<file path="src/rtl/div_pkg.sv">
// Shared definitions for the sequential 2*DW / DW restoring divider.
package div_pkg;
  localparam int unsigned DW_DEF = 16;

  typedef enum logic [1:0] {
    IDLE,
    BUSY,
    DONE
  } state_e;
endpackage

</file>
<file path="src/rtl/div_step.sv">
// One restoring-division step: shift in the next dividend bit, trial-subtract the divisor.
module div_step #(
  parameter int unsigned DW = 16
) (
  input  logic [DW-1:0] rem_i,
  input  logic          msb_i,
  input  logic [DW-1:0] divisor_i,
  output logic [DW-1:0] rem_o,
  output logic          qbit_o
);
  logic [DW:0] trial;

  always_comb begin
    trial  = {rem_i, msb_i};
    qbit_o = (trial >= {1'b0, divisor_i});
    // rem_i < divisor_i guarantees the difference fits in DW bits, so modular subtraction is exact.
    rem_o  = qbit_o ? (trial[DW-1:0] - divisor_i) : trial[DW-1:0];
  end
endmodule

</file>
<file path="src/rtl/div32_by16_seq.sv">
// Sequential unsigned 2*DW by DW divider, one quotient bit per cycle, valid/ready on both sides.
module div32_by16_seq
  import div_pkg::*;
#(
  parameter int unsigned DW = DW_DEF
) (
  input  logic            clk,
  input  logic            rst_n,
  input  logic            in_valid,
  output logic            in_ready,
  input  logic [2*DW-1:0] dividend,
  input  logic [DW-1:0]   divisor,
  output logic            out_valid,
  input  logic            out_ready,
  output logic [DW-1:0]   quotient,
  output logic [DW-1:0]   remainder,
  output logic            div_zero,
  output logic            overflow
);
  localparam int unsigned CW = (DW > 1) ? $clog2(DW) : 1;

  state_e        state_q, state_d;
  logic [DW-1:0] rem_q, rem_d;
  logic [DW-1:0] shift_q, shift_d;
  logic [DW-1:0] dvsr_q, dvsr_d;
  logic [CW-1:0] cnt_q, cnt_d;
  logic [DW-1:0] quot_q, quot_d;
  logic [DW-1:0] remd_q, remd_d;
  logic          dz_q, dz_d;
  logic          ov_q, ov_d;

  logic [DW-1:0] step_rem;
  logic          step_qbit;

  div_step #(.DW(DW)) u_step (
    .rem_i     (rem_q),
    .msb_i     (shift_q[DW-1]),
    .divisor_i (dvsr_q),
    .rem_o     (step_rem),
    .qbit_o    (step_qbit)
  );

  always_ff @(posedge clk or negedge rst_n) begin
    if (!rst_n) begin
      state_q <= IDLE;
      rem_q   <= '0;
      shift_q <= '0;
      dvsr_q  <= '0;
      cnt_q   <= '0;
      quot_q  <= '0;
      remd_q  <= '0;
      dz_q    <= 1'b0;
      ov_q    <= 1'b0;
    end else begin
      state_q <= state_d;
      rem_q   <= rem_d;
      shift_q <= shift_d;
      dvsr_q  <= dvsr_d;
      cnt_q   <= cnt_d;
      quot_q  <= quot_d;
      remd_q  <= remd_d;
      dz_q    <= dz_d;
      ov_q    <= ov_d;
    end
  end

  // Visible results live in separate registers so they hold steady while a new division runs.
  always_comb begin
    state_d = state_q;
    rem_d   = rem_q;
    shift_d = shift_q;
    dvsr_d  = dvsr_q;
    cnt_d   = cnt_q;
    quot_d  = quot_q;
    remd_d  = remd_q;
    dz_d    = dz_q;
    ov_d    = ov_q;
    unique case (state_q)
      IDLE: begin
        if (in_valid) begin
          dvsr_d = divisor;
          if (divisor == '0) begin
            state_d = DONE;
            quot_d  = '1;
            remd_d  = dividend[DW-1:0];
            dz_d    = 1'b1;
            ov_d    = 1'b0;
          end else if (dividend[2*DW-1:DW] >= divisor) begin
            state_d = DONE;
            quot_d  = '1;
            remd_d  = '0;
            dz_d    = 1'b0;
            ov_d    = 1'b1;
          end else begin
            state_d = BUSY;
            rem_d   = dividend[2*DW-1:DW];
            shift_d = dividend[DW-1:0];
            cnt_d   = '0;
          end
        end
      end
      BUSY: begin
        rem_d   = step_rem;
        shift_d = {shift_q[DW-2:0], step_qbit};
        cnt_d   = cnt_q + CW'(1);
        if (cnt_q == CW'(DW - 1)) begin
          state_d = DONE;
          quot_d  = {shift_q[DW-2:0], step_qbit};
          remd_d  = step_rem;
          dz_d    = 1'b0;
          ov_d    = 1'b0;
          cnt_d   = '0;
        end
      end
      DONE: begin
        if (out_ready) state_d = IDLE;
      end
      default: state_d = IDLE;
    endcase
  end

  assign in_ready  = (state_q == IDLE);
  assign out_valid = (state_q == DONE);
  assign quotient  = quot_q;
  assign remainder = remd_q;
  assign div_zero  = dz_q;
  assign overflow  = ov_q;
endmodule

</file>
<file path="config.mk">
export PLATFORM = sky130hd
export DESIGN_NAME = div32_by16_seq
export DESIGN_NICKNAME = d
export VERILOG_FILES = /design/src/rtl/div_pkg.sv /design/src/rtl/div_step.sv /design/src/rtl/div32_by16_seq.sv
export SDC_FILE = /design/constraint.sdc
export NUM_CORES = 1
export LEC_CHECK = 0
export ABC_CLOCK_PERIOD_IN_PS = 4010
export CELL_PAD_IN_SITES_DETAIL_PLACEMENT = 1
export CELL_PAD_IN_SITES_GLOBAL_PLACEMENT = 2
export CORE_MARGIN = 2
export CORE_UTILIZATION = 35
export DETAILED_ROUTE_END_ITERATION = 8
export PLACE_DENSITY_LB_ADDON = 0.1
export SYNTH_ARGS = -nofsm -noshare
export SYNTH_HDL_FRONTEND = slang
export SYNTH_SLANG_ARGS = --single-unit
</file>
<file path="constraint.sdc">
create_clock -name clk -period 4.01 [get_ports clk]
set_input_delay 1.203 -clock clk [delete_from_list [all_inputs] [get_ports clk]]
set_output_delay 1.203 -clock clk [all_outputs]
set_load 0.02 [all_outputs]
</file>
# After elaboration in Yosys (flattened, before gate mapping)
# Index checks and enable logic that the tools add are counted.
[word_totals]
output_inout_bits = 36
regBits = 88
elab_cells = 68
inputBits = 52
[classes]
n_lt_le_gt_ge = 2
add_sub_neg = 2
n_reduce_logical = 7
muxes = 39
n_eq_ne = 9
[ops]
columns = ["op", "count"]
rows = [
  ["2-to-1 mux 16 bit", 15],
  ["case mux 16 bit (2 select lines)", 4],
  ["greater-or-equal comparator 17 x 16 -> 1 bit", 1],
  ["greater-or-equal comparator 16 bit", 1],
  ["zero test 16 bit", 1],
  ["2-to-1 mux 4 bit", 4],
  ["subtractor 16 bit", 1],
  ["2-to-1 mux 2 bit", 5],
  ["inequality test 2 bit (second input constant)", 4],
  ["case mux 4 bit (2 select lines)", 1],
  ["AND reduction 4 bit", 2],
  ["2-to-1 mux 1 bit", 7],
  ["case mux 2 bit (3 select lines)", 1],
  ["adder 4 x 1 -> 4 bit (second input constant)", 1],
  ["== test 4 bit (second input constant)", 1],
  ["case mux 1 bit (2 select lines)", 2],
  ["inequality test 3 x 1 -> 1 bit (second input constant)", 1],
  ["AND reduction 3 bit", 1],
  ["== test 2 x 1 -> 1 bit (second input constant)", 1],
  ["== test 2 bit (second input constant)", 1],
  ["zero test 2 bit", 1],
  ["inequality test 2 x 1 -> 1 bit (second input constant)", 1],
  ["AND reduction 2 bit", 1],
  ["nonzero test 2 bit", 1],
]

# Logic depth before layout (Yosys ltp)
[depth]
word_depth = 5
depth_mapped = 12
depth_no_buf = 11

# Modules after synthesis
# Synthesis repeated with hierarchy kept, for this count alone.
[hier_totals]
hier_cells = 770
hier_area_um2 = 6581.3
[by_module_without_submodules]
columns = ["mod", "n_inst", "area_each_um2", "cells_each"]
rows = [
  ["div32_by16_seq", 1, 5491.5, 622],
  ["div_step", 1, 1089.8, 148],
]

# Worst setup path before layout
# No wires, ideal clock.
[synth_timing]
path_kind = "input to register"
from = "input port dividend[16]"
to = "register shift_q[1]"
slack_ps = 769
t_arrival_ps = 3107
required_ps = 3876
path_stages = 12
path_cell_list = "inv_1 > ha_1 > nand2b_1 > a21o_1 > a211oi_1 > o31a_1 > nor2_1 > o31a_1 > clkbuf_1 > buf_1 > nand2_1 > o21ai_0"
[synth_via]
elab_chain_cells = 3
[synth_lines]
columns = ["item", "line_no", "source"]
rows = [
  ["from (decl)", "div32_by16_seq.sv:11", "input logic [2*DW-1:0] dividend,"],
  ["greater-or-equal comparator 16 bit", "div32_by16_seq.sv:88", "end else if (dividend[2*DW-1:DW] >= divisor) begin"],
  ["inequality test 2 bit (no source line)", "-", ""],
  ["AND reduction 4 bit (no source line)", "-", ""],
  ["to (signal assigned)", "div32_by16_seq.sv:57", "shift_q <= shift_d;"],
  ["to (decl)", "div32_by16_seq.sv:24", "logic [DW-1:0] shift_q, shift_d;"],
]
# No other way between the ends.
# A chain may end at the register's enable or synchronous reset.

# Worst setup path after layout
[layout_timing]
from = "input port divisor[9]"
to = "register rem_q[4]"
[layout_via]
elab_chain_cells = 3
[layout_lines]
columns = ["item", "line_no", "source"]
rows = [
  ["from (decl)", "div32_by16_seq.sv:12", "input logic [DW-1:0] divisor,"],
  ["greater-or-equal comparator 16 bit / zero test 16 bit (equally long branches)", "div32_by16_seq.sv:88, div32_by16_seq.sv:82", ""],
  ["inequality test 2 bit (no source line)", "-", ""],
  ["AND reduction 4 bit (no source line) *", "-", ""],
  ["to (signal assigned)", "div32_by16_seq.sv:56", "rem_q <= rem_d;"],
  ["to (decl)", "div32_by16_seq.sv:23", "logic [DW-1:0] rem_q, rem_d;"],
]
# Every way passes the cells marked *; elsewhere a longest branch is shown, timed or not.

==> results.md <==
* Reg2reg end: rem_q[8]$_DFFE_PN0P_
* Synth unique cells at 52
* Slew Viols, Final at 0
* DRT antenna net count at 0
* First-pass GRT wire length at 26700 um
* CTS Buf Count at 9
* Dpl cells at 853
* Htree depth at 3
* CTS tree: built
* Setup violations, final at 0
* Fin. Hold Viols at 0
* Slowest stage delay, CP at 0.48 ns
* Hold path cells at 1
* Critical path class: primary input to register
* Worst Tran Pin Value at 0.882 ns
* Buffers & Inverters on Critical Path at 4
* Clk_lat worst skew at 0.36 ns
* Largest net degree at the start of global routing at 60
* Post-synth EDFFs at 0
* Status: complete, no violations
* Initial DRT Pass Iterations at 7
* Post-synthesis register bit count at 88
* Endpoint class of the critical path: register
* CTS Root Buffer Type: clkbuf_16
* Netlist Area Pre-Place at 0.00524 sq mm
* Dpl hpwl at 12800 um
* Slowest CP cell: clkdlybuf4s50_1
* Initial Util at 0.359
* Post-CTS Resized at 0
* DRC violations left at 0
* GPL Wtd Cong at 0.827
* Row count at 44
* Vias in the first global route at 4946
* Synthesis-to-layout area growth at 27.9%
* Top FF cell, synth: dfrtp_1
* Ant diodes at 0
* WHS Endpoint: remainder[9]$_DFFE_PN0P_
* Worst IR drop on VDD at 0.000377 V
* Min Tclk post-route at 3.70 ns
* Avg Vias per Cell at 5.34
* R2R depth at 9
* Met2 GRT Util at 0.360
* Die Wd at 126 um
* Port Buffers at 87
* Layout cell share with drive strength beyond 1 at 0.0760
* P per Cell Area at 1000 mW/mm^2
* GRT busiest layer: met2
* Routed len/inst at 19.1 um
* F_max at 0.270 GHz
* Core area at 0.0146 sq mm
* DRT Wirelength at 16600 um
* Placed instance area at 0.00643 sq mm
* Core Util, Final at 0.459
* Post-Syn Nets at 677
* Final Instance Area at 0.00670 sq mm
* Yosys warning count at 0
* M3 GR Usage at 0.0278
* Iter 0 DRT Violations at 204
* Sequential area share after synthesis at 0.420
* Total grt overflow at 0
* IO Count at 88
* Clock sink count at 88
* Cell family with most CP delay: compound AO/OA/AOI/OAI gates
* HP Start: remainder[9]$_DFFE_PN0P_
* Via count at 4632
* Worst-path clk slew at 0.07 ns
* FFs w/ async S/R, synth at 1.00
* Pleak at 0.00298 uW
* Hold WC Path Type: register to register
* Worst reg2reg path startpoint: rem_q[10]$_DFFE_PN0P_
* GRT Total Usage at 0.215
* Setup crit start kind: primary input
* Hold_buf cts at 0
* Slew HR at 0.412
* Final non-filler cell total at 868
* Filler Cells Inserted at 1688
* Die H at 126 um
* Fin crit share at 0.922
* Syn_area_per_cell at 8.87 sq um
* DIE AREA at 0.0160 sq mm
* Final net count at 766
* Met1 Use GR at 0.289
* Crit path max fanout at 59
* Critical Path RT at 4.30 ns
* Post-CTS setup buffer count at 0
* Reg2Reg Setup Slack at 0.87 ns
* Clk buf depth at 2
* Initial antenna violation count at 0
* Synth Instances at 591
* Clk_skew at 0.0110 ns
* Unrepaired setup endpoints after global routing: false
* Setup TNS at 0 ns
* Critical Path AT at 3.99 ns
* Crit path cell chain: clkdlybuf4s50_1 > inv_1 > ha_1 > a21oi_1 > o21ai_0 > nor4_1 > buf_4 > o31a_1 > nor2_1 > o31a_2 > buf_12 > a211oi_1 > a21o_1
* Max Cap Viol at 0
==> layout make-up <==
cell class	count	area [sq um]	share of cell area
Multi-Input combinational cell	438	2810	0.419
Sequential cell	88	2200	0.329
Timing Repair Buffer	108	1060	0.159
Tap cell	184	230	0.0344
Clock buffer	9	225	0.0336
Inverter	35	131	0.0196
Clock inverter	6	42.5	0.00635
==> kinds of logic (layout without fill, tap and decap cells) <==
group	count (synthesis)	in the layout	synth area share
buf+inv	65	158	0.0480
simple gates	194	194	0.164
xor+xnor	12	12	0.0201
mux	32	32	0.0623
flops	88	88	0.420
compound gates	166	166	0.203
fa+ha+maj	34	34	0.0826
==> stage by stage <==
step	hold slack (ns)	setup WS, ns	total power (uW)
4_1_cts	0.498	0.334	6760
6_report	0.492	0.313	6710
3_3_place_gp	0.469	0.114	5790
5_1_grt	0.520	0.0553	7270
2_1_floorplan	0.450	0.769	4460
3_5_place_dp	0.483	-0.00954	5930
==> cell usage after synthesis (all sizes together), types with 5 or more instances <==
cell	n	area share
buf	5	0.0050
nor2b	6	0.0072
a21o	15	0.021
inv	35	0.025
o21a	9	0.013
o21ai	50	0.048
nor2	71	0.051
ha	33	0.079
nand3	7	0.0076
mux2i	27	0.052
o31a	5	0.0084
xor2	8	0.013
clkbuf	25	0.018
mux2	5	0.011
nor4	5	0.0060
nand4	5	0.0060
a21oi	39	0.037
dfrtp	88	0.42
nand2b	7	0.0084
nand2	74	0.053
a31oi	6	0.0072
nor3	5	0.0048
a211oi	10	0.014
o211ai	13	0.019
==> registers in the layout, summed over array words and instances, names as in the netlist <==
name / flops
dvsr_q: 16
quotient: 16
rem_q: 16
remainder: 16
shift_q: 16
cnt_q: 4
state_q: 2
div_zero: 1
overflow: 1
==> worst register-to-register path, stage by stage (launching register included) <==
cell      delay [ns]
dfrtp_1         0.44
ha_1            0.37
nand4_1         0.24
a21oi_1         0.19
nor2_1          0.06
a21o_1          0.26
o221ai_4        0.66
mux2i_1         0.50
a211oi_1        0.14
a21o_1          0.17
==> per-layer routing <==
layer,routed length [um],share of wire
met3,549,0.033
met1,7730,0.47
met4,266,0.016
met2,8060,0.49
met5,0,0
==> cell usage in the layout (no fill, tap or decap), types with 6 or more instances in the layout <==
cell type	synthesis	routed
a21o_1	15	15
a21oi_1	39	39
clkbuf_16	0	9
o211ai_1	13	13
xor2_1	8	8
a31oi_1	6	6
mux2i_1	27	27
a211oi_1	10	10
nor2_1	71	71
inv_1	35	35
nand2_1	74	74
o21ai_0	48	48
buf_4	0	19
nand2b_1	7	7
dfrtp_1	88	88
o21a_1	9	9
clkdlybuf4s50_1	0	86
nand3_1	6	6
ha_1	33	33
==> how the worst max path moves through the flow <==
stage | slack (ns) | start | endpoint | depth (start not counted)
6_report | 0.31 | divisor[9] | rem_q[4]$_DFFE_PN0P_ | 13
5_1_grt | 0.06 | divisor[9] | cnt_q[3]$_DFFE_PN0P_ | 13
4_1_cts | 0.33 | divisor[9] | rem_q[4]$_DFFE_PN0P_ | 13
3_5_place_dp | -0.01 | divisor[9] | rem_q[4]$_DFFE_PN0P_ | 13
3_3_place_gp | 0.11 | divisor[13] | remainder[14]$_DFFE_PN0P_ | 11
2_1_floorplan | 0.77 | dividend[16] | shift_q[1]$_DFFE_PN0P_ | 12
==> power by group <==
part	internal, uW	switching [uW]
logic	1770	2500
clock network	420	392
registers	1330	293
total	3520	3180
No activity file was read; power rests on OpenSTA's default activity.
